===== src/rtl/rv_skid_slice.sv =====
// rtl/rv_skid_slice.sv - two-entry registered valid/ready slice with skid enable and stall counter
module rv_skid_slice #(
   parameter int DATA_W = 32,
   parameter int CNT_W  = 16
) (
   input  logic              i_clk,
   input  logic              i_reset_n,
   input  logic              i_valid,
   output logic              o_ready,
   input  logic [DATA_W-1:0] i_data,
   output logic              o_valid,
   input  logic              i_ready,
   output logic [DATA_W-1:0] o_data,
   output logic              o_fire,
   output logic [1:0]        o_occupancy,
   input  logic              i_stat_clr,
   output logic [CNT_W-1:0]  o_stall_cnt
);

   typedef enum logic [1:0] {
      ST_EMPTY = 2'd0,
      ST_BUSY  = 2'd1,
      ST_FULL  = 2'd2
   } state_t;

   state_t            r_state;
   state_t            w_state_nxt;
   logic              r_init;
   logic [DATA_W-1:0] r_out;
   logic [DATA_W-1:0] r_skd;
   logic [CNT_W-1:0]  r_stall_cnt;

   logic              w_in_fire;
   logic              w_out_fire;
   logic              w_load_out_in;
   logic              w_load_out_skd;
   logic              w_load_skd;
   logic              w_stall;

   assign w_in_fire   = i_valid & o_ready;
   assign w_out_fire  = o_valid & i_ready;
   assign w_stall     = o_valid & ~i_ready;
   assign o_fire      = w_out_fire;
   assign o_data      = r_out;
   assign o_stall_cnt = r_stall_cnt;

   // State register; reset drops every held beat immediately
   always_ff @(posedge i_clk or negedge i_reset_n) begin
      if (!i_reset_n) begin
         r_state <= ST_EMPTY;
      end else begin
         r_state <= w_state_nxt;
      end
   end

   // Next-state decode from the accept/emit handshakes
   always_comb begin
      w_state_nxt = r_state;
      case (r_state)
         ST_EMPTY: if (w_in_fire) w_state_nxt = ST_BUSY;
         ST_BUSY: begin
            if (w_in_fire && !w_out_fire)      w_state_nxt = ST_FULL;
            else if (!w_in_fire && w_out_fire) w_state_nxt = ST_EMPTY;
         end
         ST_FULL:  if (w_out_fire) w_state_nxt = ST_BUSY;
         default:  w_state_nxt = ST_EMPTY;
      endcase
   end

   // Output decode: flags come from registers only, so o_ready never sees i_ready
   always_comb begin
      o_valid        = 1'b0;
      o_ready        = 1'b0;
      o_occupancy    = 2'd0;
      w_load_out_in  = 1'b0;
      w_load_out_skd = 1'b0;
      w_load_skd     = 1'b0;
      case (r_state)
         ST_EMPTY: begin
            o_ready       = r_init;
            w_load_out_in = w_in_fire;
         end
         ST_BUSY: begin
            o_valid       = 1'b1;
            o_ready       = r_init;
            o_occupancy   = 2'd1;
            w_load_out_in = w_in_fire & w_out_fire;
            w_load_skd    = w_in_fire & ~w_out_fire;
         end
         ST_FULL: begin
            o_valid        = 1'b1;
            o_occupancy    = 2'd2;
            w_load_out_skd = w_out_fire;
         end
         default: begin
            o_valid = 1'b0;
         end
      endcase
   end

   // Ready is held off for the first cycle after reset release
   always_ff @(posedge i_clk or negedge i_reset_n) begin
      if (!i_reset_n) begin
         r_init <= 1'b0;
      end else begin
         r_init <= 1'b1;
      end
   end

   // Payload registers: r_out is always the oldest beat, r_skd the one behind it
   always_ff @(posedge i_clk or negedge i_reset_n) begin
      if (!i_reset_n) begin
         r_out <= '0;
         r_skd <= '0;
      end else begin
         if (w_load_out_in) begin
            r_out <= i_data;
         end else if (w_load_out_skd) begin
            r_out <= r_skd;
         end
         if (w_load_skd) begin
            r_skd <= i_data;
         end
      end
   end

   // Saturating stall-cycle counter; clear wins over a same-cycle increment
   always_ff @(posedge i_clk or negedge i_reset_n) begin
      if (!i_reset_n) begin
         r_stall_cnt <= '0;
      end else if (i_stat_clr) begin
         r_stall_cnt <= '0;
      end else if (w_stall && (r_stall_cnt != {CNT_W{1'b1}})) begin
         r_stall_cnt <= r_stall_cnt + CNT_W'(1);
      end
   end

endmodule


===== config.mk =====
export PLATFORM = sky130hd
export DESIGN_NAME = rv_skid_slice
export DESIGN_NICKNAME = d
export VERILOG_FILES = /design/src/rtl/rv_skid_slice.sv
export SDC_FILE = /design/constraint.sdc
export NUM_CORES = 1
export LEC_CHECK = 0
export ABC_AREA = 1
export CORE_ASPECT_RATIO = 1.5
export CORE_UTILIZATION = 47
export CTS_BUF_LIST = sky130_fd_sc_hd__clkbuf_8
export CTS_CLUSTER_DIAMETER = 50
export DETAILED_ROUTE_END_ITERATION = 7
export GPL_TIMING_DRIVEN = 0
export HOLD_SLACK_MARGIN = 0.05
export MAX_ROUTING_LAYER = met4
export PLACE_DENSITY = 0.84
export SYNTH_ARGS = -nofsm -noshare
export SYNTH_HDL_FRONTEND = slang
export SYNTH_SLANG_ARGS = --single-unit

===== constraint.sdc =====
create_clock -name i_clk -period 1.5 [get_ports i_clk]
set_input_delay 0.15 -clock i_clk [delete_from_list [all_inputs] [get_ports i_clk]]
set_output_delay 0.15 -clock i_clk [all_outputs]
set_load 0.005 [all_outputs]

# ---- Word level (Yosys, flattened, before mapping)
# Cells that the tools add are included.
dict set report op_classes {
  addsub 1
  n_eq_ne 6
  mux 15
  n_bitwise 7
  reduce_logical 11
}
# op n
set op_table {}
lappend op_table {{$mux W32} 2}
lappend op_table {{$mux W16} 2}
lappend op_table {{$add A16 B1 Y16 const B} 1}
lappend op_table {{$ne A16 B16 Y1 const B} 1}
lappend op_table {{$mux W2} 4}
lappend op_table {{$pmux W2 S3} 1}
lappend op_table {{$and A1 B1 Y1} 5}
lappend op_table {{$mux W1} 4}
lappend op_table {{$ne A2 B2 Y1 const B} 2}
lappend op_table {{$pmux W2 S2} 1}
lappend op_table {{$reduce_bool A2 Y1} 2}
lappend op_table {{$reduce_or A2 Y1} 2}
lappend op_table {{$logic_and A1 B1 Y1} 3}
lappend op_table {{$ne A3 B3 Y1 const B} 1}
lappend op_table {{$reduce_and A3 Y1} 1}
lappend op_table {{$eq A2 B1 Y1 const B} 1}
lappend op_table {{$eq A2 B2 Y1 const B} 1}
lappend op_table {{$logic_not A1 Y1} 2}
lappend op_table {{$logic_not A2 Y1} 1}
lappend op_table {{$not A1 Y1} 2}
lappend op_table {{$pmux W1 S2} 1}
dict set report totals {
  register_bits 83
  in_bits 37
  output_inout_bits 53
  word_cells 45
}

# ---- Logic depth before layout (Yosys ltp)
# Gate-level depths: netlist of run 1.
dict set report logic_depth {
  word_depth 9
  mapped_depth 10
  mapped_depth_nobuf 9
}

# ---- Least setup slack after synthesis of run 1
# Ideal clock, no wire load.
dict set report synth_path {
  path_type {register -> register}
  startpoint {register r_state[0]}
  endpoint {register r_out[10], in the netlist o_data[10]}
  setup_ns 0.125
  arrival_time_ns 1.568
  required_time_ns 1.375
  setup_slack_ns -0.193
  path_stages_with_launch 11
  path_buffers 1
  synth_period_minus_slack_ns 1.693
  path_cell_list {dfrtp_1 > inv_1 > ha_1 > nand2_1 > o21ai_1 > nand3_2 > inv_2 > nor2_2 > buf_2 > nand2_1 > nand3_1}
}
dict set report synth_via {
  elab_chain_len 7
  word_cells_on_any_way 14
  classes_between {eq/ne (2); mux (5); bitwise (3); reduce/logical (4)}
}
# element line
set synth_lines {}
lappend synth_lines {{start: declaration} 26} ;# state_t r_state;
lappend synth_lines {{start signal: assignment} 52} ;# r_state <= w_state_nxt;
lappend synth_lines {{$eq A2 B1 Y1 / $eq A2 B2 Y1 (equally long branches)} 78} ;# case (r_state)
lappend synth_lines {{$reduce_or A2 Y1 (no line) (*)} n/a}
lappend synth_lines {{$mux W1 (*)} 78}
lappend synth_lines {{named net o_valid} 11} ;# output logic o_valid,
lappend synth_lines {{$and A1 B1 Y1 (*)} 41} ;# assign w_out_fire = o_valid & i_ready;
lappend synth_lines {{$and A1 B1 Y1} 87} ;# w_load_out_in = w_in_fire & w_out_fire;
lappend synth_lines {{$pmux W1 S2} 78}
lappend synth_lines {{$mux W32 / $reduce_bool A2 Y1 (equally long branches)} n/a}
lappend synth_lines {{end signal: assignment} 117} ;# r_out <= i_data;
lappend synth_lines {{end signal: assignment} 119} ;# r_out <= r_skd;
lappend synth_lines {{end: declaration} 29} ;# logic [DATA_W-1:0] r_out;
# The timed path passes the listed nets; every way through them passes the cells marked *.
# A chain may end at the register's enable or synchronous reset.

# ---- Worst setup path after layout of run 1
dict set report layout_path {
  startpoint {register r_state[1]}
  endpoint {register r_out[31], in the netlist o_data[31]}
}
dict set report layout_via {
  elab_chain_len 7
  word_cells_on_any_way 14
  classes_between {eq/ne (2); mux (5); bitwise (3); reduce/logical (4)}
}
# element line
set layout_lines {}
lappend layout_lines {{$eq A2 B1 Y1, or another cell as far along} 78}
lappend layout_lines {{$reduce_or A2 Y1 (no line)} n/a}
lappend layout_lines {{$mux W1} 78}
lappend layout_lines {{$and A1 B1 Y1, on equally long branches} {40, 41}}
lappend layout_lines {{$and A1 B1 Y1} 87}
lappend layout_lines {{$pmux W1 S2} 78}
lappend layout_lines {{$mux W32 / $reduce_bool A2 Y1 (equally long branches)} n/a}
# Parallel ways exist; a longest one is shown, timed or not.

==> impl_metrics.ini, run 1 <==
[synth]
synth_top_cell_area_share = 0.529
ys_types = 24
netlist_area_mm2 = 0.00393
yosysMostFrequentCell = nand2_1
ys_ff_latch = 83
yosys.area_share.xor_xnor = 0.00669
synth-simple-area-share = 0.386
synth_compound_area_frac = 0.0108
seq_area_frac_synth = 0.529
synth_edf_count = 0
yosysWarnings = 0
yosysTopAreaCell = dfrtp_1
syn_nets = 539
synthAdderAreaFrac = 0.0191
synth_top_family_by_area = simple AND/OR/NAND/NOR gates
synth_top_cells_by_count = 225 x nand2_1, 83 x dfrtp_1, 77 x nand3_1
ys_async_sr_fraction = 1.00
syn_inst = 496
synth_area_leaders = dfrtp_1 53%, nand2_1 21%, nand3_1 9.8%, nand4_1 2.2%, nor2_1 2.0%
ys.flop_type = dfrtp_1
synthMuxAreaShare = 0
syn_area_per_cell_um2 = 7.92

[drt]
drt-total-wl_um = 11400
first_pass_iters = 5
post-route-drc-count = 0
via_per_inst = 5.32
wire_per_inst_um = 15.4
first_iter_violations = 216
ant_nets = 0
vias = 3946

[cts]
clk_path_buf_depth = 2
cts_buffers = 9
ctsHtreeMaxLevel = 3
cts_root_buf = clkbuf_8
tritoncts = built
clkTransAtPathRegs_ps = 80
clock_latency_ps = 360
clkSinkCount = 83

[outcome]
violations = setup timing
status = complete, but fails checks

[floorplan]
std_cell_rows = 40
core_area_mm2 = 0.00806
start_util = 0.488
die_h_um = 114
die_area_mm2 = 0.00874
die_w_um = 76.7
pin_count = 90

[timing]
final-setup-viol-count = 87
finClkSkew_ps = 5.41
worst_slack_ps = -321
worstMarginPinSlew_ps = 505
max_freq_ghz = 0.549
finalHoldViolCount = 0
relSlewSlack = 0.663
layout_min_cycle_time_ps = 1820
rsz0062_at_grt = yes
min_period_over_period = 1.21
drv_slew = 0

[placed_design]
dpl.hpwl_um = 7340
place_congestion = 0.860
placed_area_mm2 = 0.00504
io_buffers = 89

[pwr]
power.leakage_nw = 2.86
p_switching_w = 0.00348
vdd_drop_max_uv = 836
power.share.sequential = 0.378
internal-power_w = 0.00613
power_w = 0.00961
swShare = 0.362
pwr_density_cell_mw_per_mm2 = 1650
p_clk_frac = 0.153
combPwrFrac = 0.469

[critical_path]
critPathMaxFanout = 8
rr_worst_depth = 11
critPathLaunchType = register
crit_path_end_kind = register
crit_arrival_ps = 2050
worstSetupPathType = reg2reg
critPathRequiredTime_ps = 1730
rrSetupSlack_ps = -320

[final_layout]
drive_gt1_frac = 0.257
nNetsFinal = 675
diodes = 0
design_area_mm2 = 0.00583
synthToLayoutAreaGrowth_pct = 48.4

[global_routing]
grt_overflow_total = 0
grtUsageTotal = 0.270
grt_max_degree = 57
grt_pass1_wl_um = 17800
grt_pass1_vias = 3876
antenna_found_initial = 0

[hold_path]
hp-class = in2async

[flow_run]
drv_cap = 0
[layout make-up]
cell class              instances  area [um^2]
well taps                     105          131
multi-input cells             369         1920
repair buffers                125         1220
flip-flops and latches         83         2090
plain buffers                  21          186
inverters                      23         93.8
fillers                       605         2230
clock inverters                 5         28.8
clock buffers                  11          151
[kinds of logic (layout without fill, tap and decap cells)]
kind of cell	after synthesis	in the layout
compound gates	7	7
flops	83	83
other cells	1	1
xor+xnor	3	3
simple gates	352	352
fa+ha+maj	6	6
buf+inv	44	185
[critical path, cell delays in order (launching register included)]
cell      delay (ps)
dfrtp_1          420
inv_2            140
ha_4             180
o21a_1           170
buf_6            130
nand3_4          120
clkinv_4          90
nor2_4            40
buf_12           140
buf_6            130
nand2_2           40
nand3_1           80
[path summary, 6_finish.rpt]
kind,start,to
max in group asynchronous,i_reset_n,r_skd[6]$_DFFE_PN0P_
worst min register to register,r_skd[7]$_DFFE_PN0P_,r_skd[7]$_DFFE_PN0P_
worst min-delay path,i_reset_n,r_skd[28]$_DFFE_PN0P_
worst max register to register,r_state[1]$_DFFE_PN0P_,o_data[31]$_DFFE_PN0P_
min in group i_clk,i_data[29],r_skd[29]$_DFFE_PN0P_
worst max-delay path,r_state[1]$_DFFE_PN0P_,o_data[31]$_DFFE_PN0P_
[cell usage in the layout (no fill, tap or decap), types with 2 or more instances in the layout]
| cell | Yosys | final |
|---|---|---|
| buf_2 | 13 | 6 |
| nor2_4 | 4 | 8 |
| nand3_1 | 77 | 69 |
| dfrtp_2 | 0 | 11 |
| clkinv_2 | 0 | 2 |
| dfrtp_1 | 83 | 72 |
| clkbuf_8 | 0 | 11 |
| nand3_2 | 1 | 7 |
| ha_1 | 6 | 3 |
| nand2_1 | 225 | 184 |
| nand3_4 | 0 | 2 |
| clkinvlp_4 | 0 | 2 |
| inv_2 | 3 | 6 |
| nor2_1 | 21 | 19 |
| dlygate4sd2_1 | 0 | 4 |
| or2_2 | 3 | 3 |
| xor2_1 | 3 | 3 |
| clkbuf_4 | 0 | 2 |
| nand2_2 | 3 | 39 |
| inv_1 | 20 | 16 |
| ha_4 | 0 | 3 |
| dlymetal6s2s_1 | 0 | 2 |
| o21bai_1 | 2 | 2 |
| nand2_4 | 0 | 5 |
| nand4_1 | 14 | 14 |
| clkdlybuf4s50_1 | 0 | 78 |
| buf_6 | 1 | 19 |
| clkbuf_2 | 0 | 3 |
| buf_4 | 0 | 26 |
[flip-flops by register name, summed over array words and instances (netlist names)]
name / cells
r_skd: 32
o_stall_cnt: 16
r_init: 1
r_state: 2
o_data: 32
[per-stage QoR]
stage	setup TNS [ps]	hold slack, ps	utilization	worst slack, ps	instances
floorplan	-5770	-146	-	-99.2	496
CTS	-17580	256	0.687	-251	729
global placement	-248220	454	0.622	-2720	690
global route	-26600	276	0.724	-382	742
finish	-20690	256	0.724	-321	742
detailed placement	-26700	109	0.625	-442	691
[layer usage]
layer  wire (um)  vias up  GRT usage
met5           0        -          -
met4         440        0      0.160
met3         528       40     0.0384
met2        6280      142      0.485
met1        4150     1910      0.279
li1            -     1854          -
[repair_timing]
action / 4_1_cts / 5_1_grt
pin swaps: 16 / 14
resized for setup: 80 / 61
endpoints found under the setup margin: 91 / 90
endpoints found under the hold margin: 27 / 0
gates cloned: 3 / 3
buffers inserted: 18 / 11
hold buffers: 1 / 0
[power groups by stage]
stage / combinational, W / sequential (W) / clock [W]
2_1_floorplan: 0.00174 / 0.00354 / 0
3_3_place_gp: 0.00322 / 0.00355 / 0
3_5_place_dp: 0.00336 / 0.00359 / 0
4_1_cts: 0.00398 / 0.00355 / 0.00151
5_1_grt: 0.00488 / 0.00372 / 0.00161
6_report: 0.00451 / 0.00363 / 0.00147
(Power assumes the default switching activity.)
==> inputs of run 2 (changes only) <==
==> config.mk (replaced) <==
export PLATFORM = sky130hd
export DESIGN_NAME = rv_skid_slice
export DESIGN_NICKNAME = d
export VERILOG_FILES = /design/src/rtl/rv_skid_slice.sv
export SDC_FILE = /design/constraint.sdc
export NUM_CORES = 1
export LEC_CHECK = 0
export ABC_AREA = 0
export CORE_ASPECT_RATIO = 1.5
export CORE_UTILIZATION = 46
export CTS_BUF_LIST = sky130_fd_sc_hd__clkbuf_8
export CTS_CLUSTER_DIAMETER = 50
export DETAILED_ROUTE_END_ITERATION = 7
export HOLD_SLACK_MARGIN = 0.05
export MAX_ROUTING_LAYER = met4
export PLACE_DENSITY = 0.83
export SYNTH_ARGS = -nofsm -noshare
export SYNTH_HDL_FRONTEND = slang
export SYNTH_SLANG_ARGS = --single-unit
==> run 2 against run 1 <==
The run still ends with setup timing left. Worst setup slack got worse by 330 ps. Count of clock-buffer cells in the layout fell by 2. First-iteration DRC count rose by 30%.
==> impl_metrics.ini, run 2 <==
[critical_path]
worstSetupPathType = reg2reg
crit_arrival_ps = 2400
reg2reg_from = r_state[1]$_DFFE_PN0P_
crit_path_end_kind = register
critPathRequiredTime_ps = 1750
critPathMaxFanout = 4
rrSetupSlack_ps = -650
cp-startpoint = r_state[1]$_DFFE_PN0P_
critPathLaunchType = register

[cts]
cts_buffers = 9
clk_path_buf_depth = 2
clkTransAtPathRegs_ps = 90
ctsHtreeMaxLevel = 3
cts_root_buf = clkbuf_8
tritoncts = built
clkSinkCount = 83
clock_latency_ps = 380

[floorplan]
core_area_mm2 = 0.00801
start_util = 0.473
pin_count = 90
die_h_um = 113
std_cell_rows = 40
die_w_um = 76.1
die_area_mm2 = 0.00862

[timing]
worstMarginPinSlew_ps = 549
relSlewSlack = 0.630
final-setup-viol-count = 87
rsz0062_at_grt = yes
layout_min_cycle_time_ps = 2150
tns_ps = -29700
min_period_over_period = 1.43
finalHoldViolCount = 0
drv_slew = 0
finClkSkew_ps = 8.82
max_freq_ghz = 0.466
worst_slack_ps = -648

[placed_design]
place_congestion = 0.893
io_buffers = 89
dpl.hpwl_um = 6330

[global_routing]
grt_max_degree = 42
antenna_found_initial = 0
grt_pass1_wl_um = 19000
grtUsageTotal = 0.300
grt_pass1_vias = 3669
grt_overflow_total = 0

[synth]
synth_top_cells_by_count = 83 x dfrtp_1, 46 x nand2_1, 37 x o21ai_0
yosysWarnings = 0
yosysMostFrequentCell = dfrtp_1
syn_area_per_cell_um2 = 11.5
ys_async_sr_fraction = 1.00
syn_nets = 373
yosysTopAreaCell = dfrtp_1
ys.flop_type = dfrtp_1
seq_area_frac_synth = 0.548
netlist_area_mm2 = 0.00379
synth_edf_count = 0
ys_types = 43
ys_ff_latch = 83
syn_inst = 330
synth_top_cell_area_share = 0.548
synth_area_leaders = dfrtp_1 55%, mux2_1 10%, mux2i_1 9.0%, o21ai_0 4.9%, nand2_1 4.6%

[final_layout]
final_common_cell = dfrtp_1
diodes = 0
drive_gt1_frac = 0.474
synthToLayoutAreaGrowth_pct = 76.5
layout_common_cells = 82 x dfrtp_1, 65 x clkdlybuf4s50_1, 38 x buf_4, 33 x mux2_4, 24 x buf_6
fin_util = 0.836
nNetsFinal = 541

[pwr]
pwr_density_cell_mw_per_mm2 = 1710
p_clk_frac = 0.139
swShare = 0.341
p_switching_w = 0.00391
vdd_drop_max_uv = 1280
combPwrFrac = 0.526
power.share.sequential = 0.335
internal-power_w = 0.00756
power.leakage_nw = 3.32

[hold_path]
hp-class = in2async

[drt]
first_iter_violations = 281
via_per_inst = 5.89
first_pass_iters = 7
wire_per_inst_um = 23.4
drt-total-wl_um = 14200
vias = 3576
ant_nets = 0
post-route-drc-count = 0

[outcome]
status = complete, but fails checks
violations = setup timing

[flow_run]
drv_cap = 0
-- run 2: cell count changes in the layout (fill, tap and decap cells not counted), moves of 22 or more --
cell | previous run | this run
nand2_2 | 39 | 14
mux2i_1 | 0 | 23
mux2_4 | 0 | 33
o21ai_2 | 0 | 22
nand2_1 | 184 | 15
nand3_1 | 69 | 4
-- run 2: final cells by class --
cell class              instances  area, um^2
repair buffers                173        1980
clock buffers                   9         124
fillers                       372        1320
inverters                       7        26.3
well taps                     105         131
clock inverters                 6        51.3
multi-input cells             224        2300
flip-flops and latches         83        2080
-- run 2: routing by layer --
layer	GRT usage	share of wire	vias up
met5	-	0	-
met4	0.121	0.039	0
met3	0.0702	0.054	50
met2	0.523	0.55	176
met1	0.332	0.36	1823
li1	-	-	1527
-- run 2: per-stage QoR --
step | instances | total power, W | setup WS (ps) | area (um^2) | hold WS, ps
6_report | 607 | 0.0115 | -648 | 6690 | 184
5_1_grt | 607 | 0.0119 | -690 | 6690 | 204
4_1_cts | 600 | 0.0101 | -354 | 6200 | 195
3_5_place_dp | 552 | 0.00708 | -375 | 5190 | 53.5
3_3_place_gp | 552 | 0.00687 | -323 | 5190 | 47.3
2_1_floorplan | 330 | 0.00519 | -376 | 3890 | -146
-- run 2: power by group through the flow --
stage | combinational [W] | clock, W | sequential [W]
4_1_cts | 0.00498 | 0.00153 | 0.00363
3_5_place_dp | 0.00341 | 0 | 0.00366
5_1_grt | 0.00634 | 0.00169 | 0.00391
3_3_place_gp | 0.00326 | 0 | 0.00361
2_1_floorplan | 0.00159 | 0 | 0.00360
6_report | 0.00603 | 0.00160 | 0.00384
-- run 2: critical path, stage by stage, from the launching register on --
cell and delay [ps]:
dfrtp_1 410, inv_2 80, ha_4 300, buf_6 110, and4b_2 270, nand3_2 100, buf_6 150, o21ai_0 460
a21oi_2 140
-- run 2: timing repair --
item / CTS / global route
setup buffers: 22 / 5
gates resized for setup: 161 / 94
setup endpoints to repair: 97 / 91
gates cloned: 11 / 3
pin swaps: 26 / 18
hold endpoints to repair: 83 / 0
hold buffers: 1 / 0
-- run 2: logic make-up after synthesis --
kind of cell             share of synthesized area
adder cells (fa/ha/maj)                     0.0198
multiplexers                                 0.191
buffers and inverters                       0.0271
other                                     0.000989
XOR/XNOR                                   0.00231
flip-flops                                   0.548
AO/OA/AOI/OAI                                0.101
AND/OR/NAND/NOR                              0.110
-- run 2: path summary, 6_finish.rpt --
path                                                    end  depth (start not counted)
worst max-delay path            o_stall_cnt[12]$_DFFE_PN0P_                          8
worst min-delay path             o_stall_cnt[5]$_DFFE_PN0P_                          2
worst max register to register  o_stall_cnt[12]$_DFFE_PN0P_                          8
worst min register to register         r_skd[7]$_DFFE_PN0P_                          1
max in group asynchronous             r_skd[31]$_DFFE_PN0P_                          3
min in group i_clk                   o_data[26]$_DFFE_PN0P_                          3
==> inputs of run 3 (changes only) <==
--- a/config.mk
+++ b/config.mk
@@ -17,3 +17,4 @@
 export SYNTH_ARGS = -nofsm -noshare
 export SYNTH_HDL_FRONTEND = slang
 export SYNTH_SLANG_ARGS = --single-unit
+export TNS_END_PERCENT = 10
==> run 3 against run 2 <==
The run still ends with setup timing left. Maximum frequency increased by 16%. Non-clock buffer count decreased by 29. Count of clock-buffer cells in the layout unchanged. Cell count decreased by 4.6%. Sequential power decreased by 5%. Critical endpoint is now r_skd[3]$_DFFE_PN0P_.
==> impl_metrics.ini, run 3 (same netlist as run 2, synthesis figures left out) <==
[timing]
finClkSkew_ps = 6.97
finalHoldViolCount = 0
rsz0062_at_grt = yes
worst_slack_ps = -359
max_freq_ghz = 0.538
whs_ps = 273
drv_slew = 0
min_period_over_period = 1.24
final-setup-viol-count = 83
layout_min_cycle_time_ps = 1860

[floorplan]
die_area_mm2 = 0.00862
core_area_mm2 = 0.00801
std_cell_rows = 40
start_util = 0.473
die_w_um = 76.1
die_h_um = 113
pin_count = 90

[cts]
cts_root_buf = clkbuf_8
clk_path_buf_depth = 2
clkSinkCount = 83
cts_buffers = 9
tritoncts = built
clock_latency_ps = 360
ctsHtreeMaxLevel = 3
clkTransAtPathRegs_ps = 90

[critical_path]
critPathRequiredTime_ps = 1740
critical_path_buf_inv_count = 3
reg2reg_to = r_skd[3]$_DFFE_PN0P_
rr_worst_depth = 7
rrSetupSlack_ps = -360
critPathMaxFanout = 16
reg2reg_from = r_state[1]$_DFFE_PN0P_
critPathLaunchType = register
cp_cell_sequence = inv_2 -> ha_4 -> nand2_4 -> inv_2 -> or3_4 -> buf_16 -> mux2_1
critPathTopFamily = simple AND/OR/NAND/NOR gates
cpMaxStageDelayCell = or3_4
worst_path_largest_cell_delay_ps = 410
crit_arrival_ps = 2100
worstSetupPathType = reg2reg
crit_path_end_kind = register
critPathMostFrequentCell = inv_2

[hold_path]
hp-class = in2async

[final_layout]
diodes = 0
layout_common_cells = 83 x dfrtp_1, 68 x clkdlybuf4s50_1, 44 x nand2_1, 37 x buf_4, 32 x mux2i_1
final_common_cell = dfrtp_1
drive_gt1_frac = 0.276
synthToLayoutAreaGrowth_pct = 50.8
final_cell_count_no_fill = 579
nNetsFinal = 512

[global_routing]
grt_overflow_total = 0
grt_max_degree = 65
grt_pass1_wl_um = 16000
antenna_found_initial = 0
grt_pass1_vias = 3290
grtUsageTotal = 0.246

[pwr]
power.leakage_nw = 2.78
vdd_drop_max_uv = 699
pwr_density_cell_mw_per_mm2 = 1610

[drt]
via_per_inst = 5.44
post-route-drc-count = 0
ant_nets = 0
drt-total-wl_um = 10300
vias = 3147
first_iter_violations = 170
wire_per_inst_um = 17.8
first_pass_iters = 4

[placed_design]
dp_slack_ps = -381
io_buffers = 89
place_congestion = 0.854
dpl.hpwl_um = 6300
place_inst = 554

[outcome]
status = complete, but fails checks
violations = setup timing

[flow_run]
drv_cap = 0
run 3: timing repair:
action | 4_1_cts | 5_1_grt
gates cloned | 1 | 3
hold buffers | 1 | 0
gates resized for setup | 86 | 42
pin swaps | 11 | 5
setup endpoints to repair | 99 | 88
buffers inserted | 5 | 1
hold endpoints to repair | 31 | 0
run 3: area by class of cell:
| type | instances | area (um^2) |
|---|---|---|
| Fill cell | 575 | 2290 |
| Sequential cell | 83 | 2080 |
| Multi-Input combinational cell | 224 | 1860 |
| Timing Repair Buffer | 144 | 1450 |
| Tap cell | 105 | 131 |
| Clock buffer | 9 | 124 |
| Clock inverter | 7 | 46.3 |
| Inverter | 7 | 26.3 |
run 3: how the worst max path moves through the flow:
| stage | startpoint | to | depth (start not counted) | slack, ps |
|---|---|---|---|---|
| 3_5_place_dp | i_ready | o_stall_cnt[14]$_DFFE_PN0P_ | 5 | -380 |
| 2_1_floorplan | r_state[0]$_DFFE_PN0P_ | r_skd[0]$_DFFE_PN0P_ | 8 | -380 |
| 3_3_place_gp | i_ready | r_skd[25]$_DFFE_PN0P_ | 6 | -300 |
| 4_1_cts | r_state[1]$_DFFE_PN0P_ | r_skd[6]$_DFFE_PN0P_ | 7 | -350 |
| 6_report | r_state[1]$_DFFE_PN0P_ | r_skd[3]$_DFFE_PN0P_ | 7 | -360 |
| 5_1_grt | r_state[1]$_DFFE_PN0P_ | r_skd[3]$_DFFE_PN0P_ | 7 | -400 |
run 3: power by group:
group	internal, W	switching [W]	total (W)
Sequential	0.00313	0.000527	0.00366
Combinational	0.00250	0.00161	0.00412
Clock	0.000595	0.000843	0.00144
run 3: layer usage:
layer | vias to the layer above | wire, um | track usage
li1 | 1460 | - | -
met1 | 1562 | 4250 | 0.280
met2 | 101 | 5350 | 0.410
met3 | 24 | 459 | 0.0637
met4 | 0 | 265 | 0.104
met5 | - | 0 | -
run 3: metrics by stage:
step	area, um^2	utilization	power, W	setup TNS [ps]
2_1_floorplan	3830	-	0.00515	-18730
3_5_place_dp	5170	0.646	0.00698	-22230
3_3_place_gp	5170	0.646	0.00679	-18970
4_1_cts	5510	0.688	0.00876	-21140
6_report	5720	0.714	0.00921	-17850
5_1_grt	5720	0.714	0.00978	-23810
==> edit 1: new RTL, settings of run 2 <==
The parameter `CNT_W` goes from 16 to 20.
--- a/src/rtl/rv_skid_slice.sv
+++ b/src/rtl/rv_skid_slice.sv
@@ -3,3 +3,3 @@
    parameter int DATA_W = 32,
-   parameter int CNT_W  = 16
+   parameter int CNT_W  = 20
 ) (
Interface: changed (resized o_stall_cnt); port bits go from 90 to 94. The function was not compared with the original's and may differ.
==> edit 1 against run 2 <==
The flow still finishes with violations (negative setup slack). Clock skew decreased by 0.0022 ns. Fmax increased by 15%. First-iteration DRC count decreased by 17%. Setup slack improved by 0.27 ns. Count of clock-buffer cells in the layout increased by 1. Sequential cell count increased by 4. Via count decreased by 0.48%. Synthesized area increased by 5.4%. Wire length decreased by 5.1%. Critical path depth unchanged. Cell area increased by 1.5%. Power decreased by 7.8%. Largest cell class unchanged. Highest routed layer unchanged.
==> edit 1: results (changes against run 2) <==
Final layout
The buffer count excluding the clock tree in the final layout is 182 (+5.2%). The register fraction of the total cell area was 32.1% (+1.1 points). The net total in the final layout is 566 (+4.6%). The multi-input gate count is 236 (+5.4%).

The multi-input combinational cell area was 2380 um2 (+3.4%). The area growth from synthesis to layout is 70.0%. The non-clock inverter instance count of the final layout came to 8 (+1). The portion of the layout cell area used by clock cells was 2.54% (-0.074 points). The share of post-route cells with drive strength above 1 is 47.8% (+0.40 points).

Outcome
The final reports fail on negative setup slack. The flow ran to the end, but the final reports show violations.

Pwr
The power after layout is 10.6 mW (-7.8%). The power per cell area came to 1560 nW/um2 (-9.1%). The maximum VDD drop is 0.000895 V (-30%).

The switching part of the total power is 32.7% (-1.4 points).

Setup path
The delay contributed by the slowest stage of the critical path was 0.40 ns (-0.06 ns). In this run the critical register-to-register path is launched from r_state[0]. In this design, the largest share of critical-path delay is due to buffers and inverters. The critical-path maximum fanout came to 15 (+11). The largest individual stage delay along the critical path comes from the cell sky130_fd_sc_hd__dfrtp_1.

Global routing
The global routing usage summed across all routing layers is 28.2% (-1.9 points). The pin count of the biggest net entering global routing is 34 (-19%). The met3 routing resource usage after global routing is 5.31% (-1.7 points). The fraction of met2 tracks used by global routing is 49.4% (-2.9 points). The met1 usage is 31.0% (-2.2 points).

Synthesis
Ranked by instance count, the synthesized netlist is headed by sky130_fd_sc_hd__dfrtp_1, sky130_fd_sc_hd__nand2_1, sky130_fd_sc_hd__mux2i_1, sky130_fd_sc_hd__o21ai_0, sky130_fd_sc_hd__mux2_2. The number of flip-flops and latches in the synthesized netlist is 87 (+4.8%). The fraction of the yosys area taken by sequential cells is 54.5% (-0.29 points).

The post-synthesis cell count is 347 (+5.2%). The count of cell types in the netlist is 44 (+2.3%). The share of the synthesized netlist area taken by xor and xnor gates is 1.97% (+1.7 points).

Timing
The post-layout worst setup margin was -0.373 ns (+0.275 ns). The clock skew after layout was 0.00663 ns (-0.00218 ns). The final-layout worst hold slack is 0.320 ns (+0.136 ns).

The summed negative setup slack over all endpoints came to -25.08 ns (+4.62 ns). The count of final setup violators is 90 (+3.4%).

Drt
The via count of the routed design came to 3559 (-0.48%). The detailed route wirelength on metal3 is 539 um (-29%). The routed length on met1 is 5020 um (-1.6%). The via-per-instance ratio was 5.63 (-4.4%). The number of detailed-route iterations in the first pass is 4 (-3).

Clocking
The count of instances resized after the clock tree is built is 126 (-22%).

Placed design
The last weighted congestion value of the routability-driven placer is 0.933 (+4.4%). The number of cells after detailed placement is 587 (+6.3%). The detailed placement HPWL was 6810 um (+7.6%). The post-detailed-placement cell area is 5540 um2 (+6.6%). The worst setup slack after placement came to -0.349 ns (+0.0261 ns).
## edit 1: changes by cell type after synthesis, moves of 4 or more
cell / before / now
sky130_fd_sc_hd__buf_2: 4 / 0
sky130_fd_sc_hd__a21oi_1: 9 / 4
sky130_fd_sc_hd__nor2_1: 7 / 16
sky130_fd_sc_hd__o21ai_1: 0 / 5
sky130_fd_sc_hd__dfrtp_1: 83 / 87
sky130_fd_sc_hd__a21oi_2: 0 / 6
sky130_fd_sc_hd__mux2_1: 34 / 0
sky130_fd_sc_hd__mux2_2: 0 / 33
sky130_fd_sc_hd__nand2_1: 46 / 41
sky130_fd_sc_hd__or3_1: 2 / 6
sky130_fd_sc_hd__xnor2_1: 0 / 9
## edit 1: cell families after synthesis
family	Yosys count
other	1
AOI/OAI and AO/OA	60
adders and majority gates	5
muxes	67
xor gates and xnor gates	9
buffers and inverters	24
and+or+nand+nor	94
DFF	87
==> edit 2: new RTL, config.mk and constraints of run 2 <==
Without the edit above. Reset style: synchronous (`i_reset_n`), changed in 4 clocked blocks.
--- a/src/rtl/rv_skid_slice.sv
+++ b/src/rtl/rv_skid_slice.sv
@@ -47,3 +47,3 @@
    // State register; reset drops every held beat immediately
-   always_ff @(posedge i_clk or negedge i_reset_n) begin
+   always_ff @(posedge i_clk) begin
       if (!i_reset_n) begin
@@ -101,3 +101,3 @@
    // Ready is held off for the first cycle after reset release
-   always_ff @(posedge i_clk or negedge i_reset_n) begin
+   always_ff @(posedge i_clk) begin
       if (!i_reset_n) begin
@@ -110,3 +110,3 @@
    // Payload registers: r_out is always the oldest beat, r_skd the one behind it
-   always_ff @(posedge i_clk or negedge i_reset_n) begin
+   always_ff @(posedge i_clk) begin
       if (!i_reset_n) begin
@@ -127,3 +127,3 @@
    // Saturating stall-cycle counter; clear wins over a same-cycle increment
-   always_ff @(posedge i_clk or negedge i_reset_n) begin
+   always_ff @(posedge i_clk) begin
       if (!i_reset_n) begin
Check against the original RTL: differs if i_reset_n is asserted again (counterexample within 4 cycles, from zero or initial values and one cycle with i_reset_n low); with i_reset_n held inactive, the same outputs for 10 cycles.
==> edit 2 against run 2 <==
The run still ends with negative setup slack left. Sequential share of layout area is 4.9 points lower. Cell area is 3.4% lower. Synthesized area is 2.0% lower. Setup slack worse by 0.089 ns. Cell count is 11% higher. Hold slack better by 0.0011 ns. Wire length is 9.9% higher. Sequential cell count stayed put. Critical path type unchanged. Critical endpoint is now o_data[17]. Largest cell class unchanged.
Power is not compared: it rests on default switching activity, and its combinational part moved more than twofold at a synthesized area within 25%.
==> edit 2: results (changes against run 2) <==
Timing
The count of final setup violators was 86 (-1.1%). The clock skew after layout is 0.0110 ns (+0.00222 ns). The post-layout worst setup margin came to -0.737 ns (-0.0893 ns). The summed negative setup slack over all endpoints was -36.34 ns (-6.64 ns). The transition at the pin with the smallest max-transition slack is 0.613 ns (+0.0639 ns).

Synthesis
The post-synthesis cell count is 403 (+22%). The fraction of the yosys area taken by sequential cells is 44.7% (-10 points). After synthesis, the most frequently instantiated cells are sky130_fd_sc_hd__nand2_1, sky130_fd_sc_hd__dfxtp_1, sky130_fd_sc_hd__mux2i_1.

The share of synthesized registers carrying an async set or reset is 0% (-100 points). The net count after synthesis is 448 (+20%). The count of cell types in the netlist is 41 (-4.7%). Of all cell types, the one taking the most synthesized area is sky130_fd_sc_hd__dfxtp_1. Sorting the synthesized cells by area gives the leading types as sky130_fd_sc_hd__dfxtp_1, sky130_fd_sc_hd__nand2_1, sky130_fd_sc_hd__mux2i_1, sky130_fd_sc_hd__o211a_1, sky130_fd_sc_hd__a21boi_0.

Setup path
The delay contributed by the slowest stage of the critical path is 0.36 ns (-0.10 ns). The arrival time of the worst setup path is 2.50 ns (+0.10 ns). The origin of the critical flop-to-flop path is r_state[0]. For this design, the slowest cell found on the critical path is sky130_fd_sc_hd__dfxtp_4. The critical-path maximum fanout is 6 (+2).

Final layout
The net total in the final layout is 616 (+14%). The layout filler cell count is 402 (+8.1%). The filler-free cell count of the finished design was 676 (+11%).

Placed design
The post-detailed-placement cell area is 5220 um2 (+0.39%). The number of cells after detailed placement is 628 (+14%). The detailed placement HPWL came to 6580 um (+3.8%).

Drt
The initial detailed-routing violation count is 349 (+24%). The number of detailed-route iterations in the first pass is 5 (-2). The via count of the routed design is 4155 (+16%).

Global routing
The number of global-route vias before repair is 3964 (+8.0%). The pin count of the biggest net entering global routing is 68 (+62%).

Hold path
The class of the tightest hold or removal check is input pin to flip-flop.

Outcome
The checks that failed: negative setup slack. The flow ran to the end, but the final reports show violations.
-- edit 2: what timing repair did --
action | in CTS | in global routing
gates resized for setup | 123 | 81
gates cloned | 9 | 3
pin swaps | 31 | 12
setup buffers | 16 | 9
endpoints found under the setup margin | 98 | 95
hold buffers | 0 | 0
-- edit 2: cells by family (layout without fill, tap and decap cells) --
group                      after synthesis  count (layout)  synth area share [%]
buffers and inverters                   30             201                  3.13
and+or+nand+nor                        154             154                  19.8
muxes                                   36              36                  9.74
DFF                                     83              83                  44.7
AOI/OAI and AO/OA                       92              92                  19.9
adders and majority gates                8               8                  2.70
-- edit 2: routing by layer --
| metal | GRT usage [%] | wire, um |
|---|---|---|
| met2 | 53.6 | 8250 |
| met3 | 6.46 | 1100 |
| met1 | 30.8 | 5130 |
| met5 | - | 0 |
| met4 | 22.5 | 1150 |
-- edit 2: final timing paths --
check / cells past startpoint / slack, ns / to
hold reg to reg: 2 / 0.46 / r_skd[5]
setup / recovery: 13 / -0.74 / o_data[17]
hold / removal: 3 / 0.18 / o_stall_cnt[10]
setup reg to reg: 13 / -0.74 / o_data[17]
-- edit 2: worst max-delay path: cells and delay by family, from the launching register on --
family          cells  cell delay, ns
simple gates        3            0.23
fa+ha+maj           2            0.32
compound gates      2            0.37
flops               1            0.36
buf+inv             6            0.82
-- edit 2: final cells by class --
| type | count | area, um2 | share of cell area, % |
|---|---|---|---|
| Sequential cell | 83 | 1690 | 26.1 |
| Clock buffer | 9 | 124 | 1.92 |
| Multi-Input combinational cell | 290 | 2460 | 38.1 |
| Tap cell | 102 | 128 | 1.97 |
| Timing Repair Buffer | 181 | 1980 | 30.6 |
| Inverter | 6 | 27.5 | 0.426 |
| Clock inverter | 5 | 56.3 | 0.871 |
